==> config.mk <==
export PLATFORM = sky130hd
export DESIGN_NAME = cache_control_flat
export DESIGN_NICKNAME = d
export VERILOG_FILES = /design/src/rtl/cache_control_if.sv /design/src/rtl/cache_control.sv /design/src/flat_wrapper.sv
export SDC_FILE = /design/constraint.sdc
export NUM_CORES = 1
export LEC_CHECK = 0
export CAP_MARGIN = 20
export CORE_ASPECT_RATIO = 1.2
export CORE_UTILIZATION = 45
export DETAILED_ROUTE_END_ITERATION = 16
export GPL_ROUTABILITY_DRIVEN = 0
export MAX_ROUTING_LAYER = met4
export PLACE_DENSITY = 0.73
export RECOVER_POWER = 50
export SLEW_MARGIN = 20
export SYNTH_ARGS = -nofsm -noshare
export SYNTH_HDL_FRONTEND = slang
export SYNTH_SLANG_ARGS = --single-unit
export TNS_END_PERCENT = 30
==> constraint.sdc <==
create_clock -name clk -period 4.4 [get_ports clk]
set_input_delay 0.66 -clock clk [delete_from_list [all_inputs] [get_ports clk]]
set_output_delay 0.66 -clock clk [all_outputs]
set_load 0.01 [all_outputs]
==> src/rtl/cache_control_if.sv <==
// Bus between the cache sequencing FSM and the rest of the cache: CPU
// request/response, cacheline adaptor handshake, datapath status and all
// datapath control strobes and mux selects.
//
// Handshake semantics: mem_read/mem_write are held by the CPU until the
// one-cycle mem_resp pulse. pmem_read/pmem_write are held by the controller
// until the one-cycle pmem_resp pulse and drop in the following cycle.
interface cache_control_if;
  logic mem_read;
  logic mem_write;
  logic mem_resp;
  logic pmem_read;
  logic pmem_write;
  logic pmem_resp;
  logic hit;
  logic dirty;
  logic rd_valid;
  logic rd_tag;
  logic rd_dirty;
  logic rd_lru;
  logic rd_data;
  logic ld_valid;
  logic ld_tag;
  logic ld_dirty;
  logic ld_lru;
  logic ld_data;
  logic load_cpu;
  logic load_pmem;
  logic datain_mux_sel;
  logic addr_mux_sel;
  logic fill_all;
  logic dirty_in;
  logic valid_in;

  // Controller side
  modport master (
    input  mem_read, mem_write, pmem_resp, hit, dirty,
    output mem_resp, pmem_read, pmem_write,
    output rd_valid, rd_tag, rd_dirty, rd_lru, rd_data,
    output ld_valid, ld_tag, ld_dirty, ld_lru, ld_data,
    output load_cpu, load_pmem, datain_mux_sel, addr_mux_sel,
    output fill_all, dirty_in, valid_in
  );

  // CPU / adaptor / datapath side
  modport slave (
    output mem_read, mem_write, pmem_resp, hit, dirty,
    input  mem_resp, pmem_read, pmem_write,
    input  rd_valid, rd_tag, rd_dirty, rd_lru, rd_data,
    input  ld_valid, ld_tag, ld_dirty, ld_lru, ld_data,
    input  load_cpu, load_pmem, datain_mux_sel, addr_mux_sel,
    input  fill_all, dirty_in, valid_in
  );
endinterface

==> src/rtl/cache_control.sv <==
// Sequencing FSM for the 2-way write-back cache datapath. Decodes CPU
// requests, samples hit/dirty in CHECK, runs write-back and allocate
// transfers and keeps saturating hit/miss/write-back counters.
//
// Control outputs are decoded from the state register and the same-cycle
// hit/dirty/pmem_resp inputs: a hit must complete in its CHECK cycle and the
// fill strobes belong to the pmem_resp cycle, so they cannot be registered.
// All outputs are gated by rst so they fall to 0 the moment reset asserts.
module cache_control #(
  parameter int CNT_W = 16
) (
  input  logic             clk,
  input  logic             rst,
  cache_control_if.master  bus,
  output logic [CNT_W-1:0] hit_cnt,
  output logic [CNT_W-1:0] miss_cnt,
  output logic [CNT_W-1:0] wb_cnt,
  output logic [2:0]       fsm_state
);

  typedef enum logic [2:0] {
    IDLE      = 3'd0,
    CHECK     = 3'd1,
    WRITEBACK = 3'd2,
    ALLOCATE  = 3'd3,
    RELOAD    = 3'd4
  } state_t;

  state_t state;
  logic   retry;     // current CHECK is the post-fill retry, not a new lookup
  logic   req;
  logic   is_write;  // both requests together are treated as a read

  assign req       = bus.mem_read | bus.mem_write;
  assign is_write  = bus.mem_write & ~bus.mem_read;
  assign fsm_state = state;

  // State sequencing and saturating performance counters
  always_ff @(posedge clk or negedge rst) begin
    if (!rst) begin
      state    <= IDLE;
      retry    <= 1'b0;
      hit_cnt  <= '0;
      miss_cnt <= '0;
      wb_cnt   <= '0;
    end else begin
      unique case (state)
        IDLE: begin
          if (req) state <= CHECK;
        end
        CHECK: begin
          retry <= 1'b0;
          if (bus.hit) begin
            state <= IDLE;
            if (!retry && hit_cnt != {CNT_W{1'b1}}) hit_cnt <= hit_cnt + 1'b1;
          end else begin
            if (miss_cnt != {CNT_W{1'b1}}) miss_cnt <= miss_cnt + 1'b1;
            state <= bus.dirty ? WRITEBACK : ALLOCATE;
          end
        end
        WRITEBACK: begin
          if (bus.pmem_resp) begin
            state <= ALLOCATE;
            if (wb_cnt != {CNT_W{1'b1}}) wb_cnt <= wb_cnt + 1'b1;
          end
        end
        ALLOCATE: begin
          if (bus.pmem_resp) state <= RELOAD;
        end
        RELOAD: begin
          state <= CHECK;
          retry <= 1'b1;
        end
        default: state <= IDLE;
      endcase
    end
  end

  // Control strobe decode; everything not named for a state stays 0
  always_comb begin
    bus.mem_resp       = 1'b0;
    bus.pmem_read      = 1'b0;
    bus.pmem_write     = 1'b0;
    bus.rd_valid       = 1'b0;
    bus.rd_tag         = 1'b0;
    bus.rd_dirty       = 1'b0;
    bus.rd_lru         = 1'b0;
    bus.rd_data        = 1'b0;
    bus.ld_valid       = 1'b0;
    bus.ld_tag         = 1'b0;
    bus.ld_dirty       = 1'b0;
    bus.ld_lru         = 1'b0;
    bus.ld_data        = 1'b0;
    bus.load_cpu       = 1'b0;
    bus.load_pmem      = 1'b0;
    bus.datain_mux_sel = 1'b0;
    bus.addr_mux_sel   = 1'b0;
    bus.fill_all       = 1'b0;
    bus.dirty_in       = 1'b0;
    bus.valid_in       = 1'b0;
    if (rst) begin
      unique case (state)
        IDLE, RELOAD: begin
          bus.rd_valid = 1'b1;
          bus.rd_tag   = 1'b1;
          bus.rd_dirty = 1'b1;
          bus.rd_lru   = 1'b1;
          bus.rd_data  = 1'b1;
        end
        CHECK: begin
          if (bus.hit) begin
            bus.mem_resp = 1'b1;
            bus.ld_lru   = 1'b1;
            if (is_write) begin
              bus.ld_data        = 1'b1;
              bus.datain_mux_sel = 1'b1;
              bus.ld_dirty       = 1'b1;
              bus.dirty_in       = 1'b1;
            end else begin
              bus.load_cpu = 1'b1;
            end
          end
        end
        WRITEBACK: begin
          bus.pmem_write   = 1'b1;
          bus.load_pmem    = 1'b1;
          bus.addr_mux_sel = 1'b1;
        end
        ALLOCATE: begin
          bus.pmem_read = 1'b1;
          if (bus.pmem_resp) begin
            bus.ld_data  = 1'b1;
            bus.fill_all = 1'b1;
            bus.ld_tag   = 1'b1;
            bus.ld_valid = 1'b1;
            bus.valid_in = 1'b1;
            bus.ld_dirty = 1'b1;
          end
        end
        default: ;
      endcase
    end
  end

endmodule

==> src/flat_wrapper.sv <==
// flat-port wrapper written by rule: the top's interface ports become plain ports
module cache_control_flat 
#(
  parameter int CNT_W = 16
)
  (clk, rst, hit_cnt, miss_cnt, wb_cnt, fsm_state, bus_mem_read, bus_mem_write, bus_pmem_resp, bus_hit, bus_dirty, bus_mem_resp, bus_pmem_read, bus_pmem_write, bus_rd_valid, bus_rd_tag, bus_rd_dirty, bus_rd_lru, bus_rd_data, bus_ld_valid, bus_ld_tag, bus_ld_dirty, bus_ld_lru, bus_ld_data, bus_load_cpu, bus_load_pmem, bus_datain_mux_sel, bus_addr_mux_sel, bus_fill_all, bus_dirty_in, bus_valid_in);
  cache_control_if bus_i ();
  input  logic clk;
  input  logic rst;
  output logic [CNT_W-1:0] hit_cnt;
  output logic [CNT_W-1:0] miss_cnt;
  output logic [CNT_W-1:0] wb_cnt;
  output logic [2:0] fsm_state;
  input wire logic [$bits(bus_i.mem_read)-1:0] bus_mem_read;
  input wire logic [$bits(bus_i.mem_write)-1:0] bus_mem_write;
  input wire logic [$bits(bus_i.pmem_resp)-1:0] bus_pmem_resp;
  input wire logic [$bits(bus_i.hit)-1:0] bus_hit;
  input wire logic [$bits(bus_i.dirty)-1:0] bus_dirty;
  output wire logic [$bits(bus_i.mem_resp)-1:0] bus_mem_resp;
  output wire logic [$bits(bus_i.pmem_read)-1:0] bus_pmem_read;
  output wire logic [$bits(bus_i.pmem_write)-1:0] bus_pmem_write;
  output wire logic [$bits(bus_i.rd_valid)-1:0] bus_rd_valid;
  output wire logic [$bits(bus_i.rd_tag)-1:0] bus_rd_tag;
  output wire logic [$bits(bus_i.rd_dirty)-1:0] bus_rd_dirty;
  output wire logic [$bits(bus_i.rd_lru)-1:0] bus_rd_lru;
  output wire logic [$bits(bus_i.rd_data)-1:0] bus_rd_data;
  output wire logic [$bits(bus_i.ld_valid)-1:0] bus_ld_valid;
  output wire logic [$bits(bus_i.ld_tag)-1:0] bus_ld_tag;
  output wire logic [$bits(bus_i.ld_dirty)-1:0] bus_ld_dirty;
  output wire logic [$bits(bus_i.ld_lru)-1:0] bus_ld_lru;
  output wire logic [$bits(bus_i.ld_data)-1:0] bus_ld_data;
  output wire logic [$bits(bus_i.load_cpu)-1:0] bus_load_cpu;
  output wire logic [$bits(bus_i.load_pmem)-1:0] bus_load_pmem;
  output wire logic [$bits(bus_i.datain_mux_sel)-1:0] bus_datain_mux_sel;
  output wire logic [$bits(bus_i.addr_mux_sel)-1:0] bus_addr_mux_sel;
  output wire logic [$bits(bus_i.fill_all)-1:0] bus_fill_all;
  output wire logic [$bits(bus_i.dirty_in)-1:0] bus_dirty_in;
  output wire logic [$bits(bus_i.valid_in)-1:0] bus_valid_in;
  assign bus_i.mem_read = bus_mem_read;
  assign bus_i.mem_write = bus_mem_write;
  assign bus_i.pmem_resp = bus_pmem_resp;
  assign bus_i.hit = bus_hit;
  assign bus_i.dirty = bus_dirty;
  assign bus_mem_resp = bus_i.mem_resp;
  assign bus_pmem_read = bus_i.pmem_read;
  assign bus_pmem_write = bus_i.pmem_write;
  assign bus_rd_valid = bus_i.rd_valid;
  assign bus_rd_tag = bus_i.rd_tag;
  assign bus_rd_dirty = bus_i.rd_dirty;
  assign bus_rd_lru = bus_i.rd_lru;
  assign bus_rd_data = bus_i.rd_data;
  assign bus_ld_valid = bus_i.ld_valid;
  assign bus_ld_tag = bus_i.ld_tag;
  assign bus_ld_dirty = bus_i.ld_dirty;
  assign bus_ld_lru = bus_i.ld_lru;
  assign bus_ld_data = bus_i.ld_data;
  assign bus_load_cpu = bus_i.load_cpu;
  assign bus_load_pmem = bus_i.load_pmem;
  assign bus_datain_mux_sel = bus_i.datain_mux_sel;
  assign bus_addr_mux_sel = bus_i.addr_mux_sel;
  assign bus_fill_all = bus_i.fill_all;
  assign bus_dirty_in = bus_i.dirty_in;
  assign bus_valid_in = bus_i.valid_in;
  cache_control #(.CNT_W(CNT_W)) u_core (.clk(clk), .rst(rst), .bus(bus_i), .hit_cnt(hit_cnt), .miss_cnt(miss_cnt), .wb_cnt(wb_cnt), .fsm_state(fsm_state));
endmodule
==> results of run 1 <==
## layer usage
layer / track usage, % / vias up
li1: - / 1092
met1: 27.85 / 1063
met2: 28.87 / 75
met3: 3.472 / 8
met4: 7.843 / 0
met5: - / -
## synthesized netlist by cell type (all sizes together), types with 3 or more instances
cell / count / area (um^2)
nor2: 16 / 60.06
buf: 14 / 106.4
nor4b: 3 / 26.28
mux2: 4 / 45.04
nor4: 11 / 81.32
ha: 3 / 37.54
and3: 9 / 56.30
clkbuf: 5 / 18.77
nand3: 14 / 70.07
a21oi: 13 / 65.06
nand4: 12 / 75.07
nor3b: 7 / 52.55
dfrtp: 52 / 1301
nor3: 16 / 85.08
a211oi: 3 / 22.52
inv: 3 / 11.26
nand2: 19 / 71.32
xor2: 37 / 324.1
xnor2: 3 / 26.28
## cell families (layout without fill, tap and decap cells)
logic type | after synthesis | in the layout
AND/OR/NAND/NOR | 126 | 126
XOR/XNOR | 40 | 40
multiplexers | 4 | 4
buffers and inverters | 22 | 90
flip-flops | 52 | 52
adder cells (fa/ha/maj) | 3 | 3
AO/OA/AOI/OAI | 22 | 22
## state kept, by name (all words and copies together), names as in the netlist
name              count
u_core.fsm_state      3
u_core.wb_cnt        16
u_core.miss_cnt      16
u_core.hit_cnt       16
u_core.retry          1
## through the flow
stage / hold WS (ns) / power, uW / utilization (%) / worst slack (ns)
floorplan: 0.3644 / 942.4 / - / 1.937
global placement: 0.4756 / 1186 / 60.65 / 1.273
detailed placement: 0.4797 / 1195 / 60.65 / 1.215
CTS: 0.4959 / 1460 / 62.06 / 1.171
global route: 0.5048 / 1524 / 61.97 / 1.023
finish: 0.4885 / 1426 / 61.97 / 1.188
## power by group
group          switching, uW  internal [uW]  total, uW
Combinational            222            272        494
Sequential               124            551        675
Clock                    149            108        257
Total                    495            931       1430
## path summary, 6_finish.rpt
| check | start | end | cells after the start |
|---|---|---|---|
| worst max-delay path | bus_hit | bus_ld_dirty | 5 |
| worst min-delay path | u_core.hit_cnt[6] | u_core.hit_cnt[6] | 1 |
| worst max register to register | u_core.fsm_state[0] | u_core.wb_cnt[15] | 5 |
| worst min register to register | u_core.hit_cnt[6] | u_core.hit_cnt[6] | 1 |
| max in group asynchronous | rst | u_core.hit_cnt[2] | 2 |
| min in group asynchronous | rst | u_core.hit_cnt[13] | 2 |
## layout by cell type, fill, tap and decap left out, drive strengths merged, types with 4 or more instances in the layout
master          n
nor3           16
dfrtp          52
nand3          14
clkdlybuf4s50  47
nand4          12
dlygate4sd3    29
nor2           16
nor3b           7
a21oi          13
and3            9
nand2          19
mux2            4
nor4           11
clkbuf          7
xor2           37
## cell type report
| cell class | instances | share of cell area (%) |
|---|---|---|
| Timing Repair Buffer | 80 | 21.87 |
| Sequential cell | 52 | 36.33 |
| Tap cell | 80 | 2.794 |
| Inverter | 3 | 0.3144 |
| Clock buffer | 5 | 1.921 |
| Clock inverter | 2 | 0.3493 |
| Multi-Input combinational cell | 195 | 36.43 |
==> impl_metrics.yaml, run 1 <==
layout:
  instances_no_fill: 417
  regArea_um2: 1301
  drive_above_1_share_pct: 6.825
  final_area_um2: 3582
  fin_nets: 347
  diodes: 0
  fill_cells: 517
  area_delta_synth_final_pct: 30.61
  multi_input_area_um2: 1305
detailed_routing:
  routed.top_layer: "met4"
  met2_length_mm: 2.619
  wl_per_cell_um: 14.00
  via_per_inst: 5.367
  drt_first_pass_iters: 4
  wl_met1_mm: 2.842
  wl_mm: 5.840
  drtIter0Drc: 105
  ant_nets: 0
  wl_met3_um: 274
  drc_errors: 0
  vias: 2238
synth:
  synthMuxAreaShare_pct: 1.642
  netlist_area_um2: 2743
  ys.flop_type: "dfrtp_1"
  synth_xor_area_share_pct: 12.77
  synth_nets: 279
  synthCells: 269
  synthDistinctLibCells: 40
  synth-seq-cells: 52
  synth_edf_count: 0
  synth_compound_area_share_pct: 4.745
  avgSynthCellArea_um2: 10.20
  yosysSeqAreaShare_pct: 47.45
  ys_warn_count: 0
  ys_async_sr_fraction_pct: 100.0
  synthAdderAreaFrac_pct: 1.369
  synth-simple-area-share_pct: 27.05
  synth_top_family_by_area: "simple AND/OR/NAND/NOR gates"
timing:
  tightest_slew_ns: 0.9043
  skew_ns: 0.01034
  drv_slew: 0
  fin_crit_sh_pct: 73.00
  max-slew-margin-rel_pct: 39.21
  period_needed_ns: 3.212
  hold_viol: 0
  max_freq_mhz: 311.3
  finalSetupViolations: 0
  setup_tns_ns: 0
  grt_setup_unrepaired: "no"
die:
  die-area_um2: 6412
  chipHeight_um: 87.52
  core_area_um2: 5781
  ios: 78
  start_util_pct: 47.45
  placement_rows: 30
  die_width_um: 73.27
critical_path:
  cp_top_family: "buffers and inverters"
  slowest_stage: "clkdlybuf4s50_1"
  cp-end-kind: "output pin"
  path_buf_inv: 2
  cp_common_cell: "clkdlybuf4s50_1"
  crit_fanout: 6
  regToRegSetupSlack_ns: 2.04
  critPathArrivalTime_ns: 2.55
  start_kind: "input port"
  cp.required_ns: 3.74
  cp_cell_sequence: "clkdlybuf4s50_1 > nor3b_1 > and3_1 > or2_2 > clkdlybuf4s50_1"
  max_stage_delay_ns: 0.57
  crit_type: "in -> out"
clock_network:
  clk_latency_ns: 0.30
  clkTransAtPathRegs_ns: 0.08
  hold_buffers: 0
  cts_tree: "built"
  cts.sinks: 52
  ctsRootBufferMaster: "clkbuf_8"
  cts_setup_buffers: 0
  clock_path_buffers: 2
  cts_max_level: 2
  cts_buffers: 5
  cts_resized: 0
status:
  status: "finished, final reports clean"
grt:
  grt_pass1_wl_mm: 9.604
  antenna_found_initial: 0
  grt_pass1_vias: 1987
  grt_usage_pct: 19.99
  overflow: 0
  grt_max_degree: 56
place:
  placedInstanceArea_um2: 3506
  post-dp-hpwl_mm: 4.180
  io_buffers: 77
  dpl.cell_count: 410
job:
  maxCapViolCount: 0
min_path:
  hold_class: "reg -> reg"
pwr:
  p_per_area_nw_per_um2: 398.2
  p_leak_uw: 0.001671
  vdd_drop_max_mv: 0.2971
No activity file was read; power rests on OpenSTA's default activity.
==> inputs of run 2 (changes only) <==
==> constraint.sdc (replaced) <==
create_clock -name clk -period 3 [get_ports clk]
set_input_delay 0.45 -clock clk [delete_from_list [all_inputs] [get_ports clk]]
set_output_delay 0.45 -clock clk [all_outputs]
set_load 0.01 [all_outputs]
==> impl_metrics.yaml, run 2 (synthesis gave the netlist of run 1 again) <==
layout:
  diodes: 0
  final_common_cell: "dfrtp_1"
  fin_nets: 350
  top_regs: "u_core.hit_cnt (16), u_core.miss_cnt (16), u_core.wb_cnt (16)"
  final_cell_mix: "52 x dfrtp_1, 46 x clkdlybuf4s50_1, 37 x xor2_1"
  drive_above_1_share_pct: 7.331
  final_area_um2: 3612
  area_delta_synth_final_pct: 31.71
  fin_util_pct: 62.49
critical_path:
  crit_type: "reg -> out"
  r2r_cells: 4
  critPathArrivalTime_ns: 2.28
  cp-end-kind: "output pin"
  crit_fanout: 12
  endpoint: "bus_ld_dirty"
  startpoint: "u_core.fsm_state[0]"
  cp.required_ns: 2.55
  regToRegSetupSlack_ns: 0.77
  r2r_end: "u_core.miss_cnt[10]"
  start_kind: "register"
  reg2reg_from: "u_core.fsm_state[1]"
status:
  status: "finished, final reports clean"
die:
  placement_rows: 30
  start_util_pct: 47.45
  ios: 78
  die-area_um2: 6412
  die_width_um: 73.27
  chipHeight_um: 87.52
  core_area_um2: 5781
clock_network:
  cts_resized: 0
  cts_tree: "built"
  clock_path_buffers: 2
  cts_max_level: 2
  clkTransAtPathRegs_ns: 0.10
  cts.sinks: 52
  ctsRootBufferMaster: "clkbuf_8"
  clk_latency_ns: 0.31
  cts_setup_buffers: 0
  hold_buffers: 1
  cts_buffers: 5
pwr:
  finalPower_uw: 2105
  p_leak_uw: 0.001692
  p_per_area_nw_per_um2: 582.6
  vdd_drop_max_mv: 0.3471
grt:
  grt_usage_pct: 20.17
  overflow: 0
  antenna_found_initial: 0
  grt_max_degree: 48
  grt_pass1_wl_mm: 9.722
  grt_pass1_vias: 2089
timing:
  skew_ns: 0.009056
  finalSetupViolations: 0
  grt_setup_unrepaired: "no"
  setup_tns_ns: 0
  fin_crit_sh_pct: 90.98
  tightest_slew_ns: 1.140
  max_freq_mhz: 366.4
  drv_slew: 0
  hold_viol: 0
  max-slew-margin-rel_pct: 23.99
  period_needed_ns: 2.729
job:
  maxCapViolCount: 0
detailed_routing:
  drt_first_pass_iters: 4
  ant_nets: 0
  via_per_inst: 5.361
  wl_per_cell_um: 13.84
  drc_errors: 0
  vias: 2257
  wl_mm: 5.828
  drtIter0Drc: 114
place:
  placedInstanceArea_um2: 3521
  io_buffers: 77
  post-dp-hpwl_mm: 4.188
min_path:
  hold_class: "reg -> reg"
-- run 2: layout make-up --
| cell class | instances | area [um^2] |
|---|---|---|
| clock inverter | 2 | 16.27 |
| inverter | 3 | 11.26 |
| multi-input combinational | 195 | 1305 |
| sequential | 52 | 1301 |
| timing repair buffer | 83 | 805.8 |
| clock buffer | 6 | 72.57 |
| fill | 496 | 2168 |
| tap | 80 | 100.1 |
-- run 2: worst min path at each step --
stage | cells past startpoint | from | to | slack (ns)
5_1_grt | 1 | u_core.hit_cnt[6] | u_core.hit_cnt[6] | 0.50
4_1_cts | 2 | rst | u_core.miss_cnt[9] | 0.37
3_3_place_gp | 1 | rst | u_core.retry | 0.32
2_1_floorplan | 0 | rst | u_core.fsm_state[0] | 0.15
6_report | 1 | u_core.wb_cnt[15] | u_core.wb_cnt[15] | 0.49
3_5_place_dp | 1 | rst | u_core.fsm_state[1] | 0.32
-- run 2: critical path: stages, from the launching register on --
cell	delay, ns
dfrtp_1	0.54
nand3b_1	0.15
nor3b_1	0.37
and3_1	0.25
or2_2	0.13
clkdlybuf4s50_1	0.53
-- run 2: through the flow --
step	hold slack, ns	cells	setup WS, ns
floorplan	0.1544	269	0.7802
global placement	0.3190	412	0.3652
detailed placement	0.3226	412	0.3666
CTS	0.3688	421	0.2328
global route	0.5048	421	0.01239
finish	0.4889	421	0.2706
-- run 2: where the power goes --
| group | switching (uW) | total (uW) | internal, uW |
|---|---|---|---|
| clock | 232 | 398 | 166 |
| combinational | 327 | 732 | 405 |
| sequential | 166 | 974 | 809 |
-- run 2: layer usage --
metal / global-route usage, % / part of all wire, % / vias up
li1: - / - / 1107
met5: - / 0 / -
met4: 8.021 / 1.6 / 0
met1: 26.91 / 47 / 1082
met3: 3.356 / 4.5 / 7
met2: 30.47 / 47 / 61
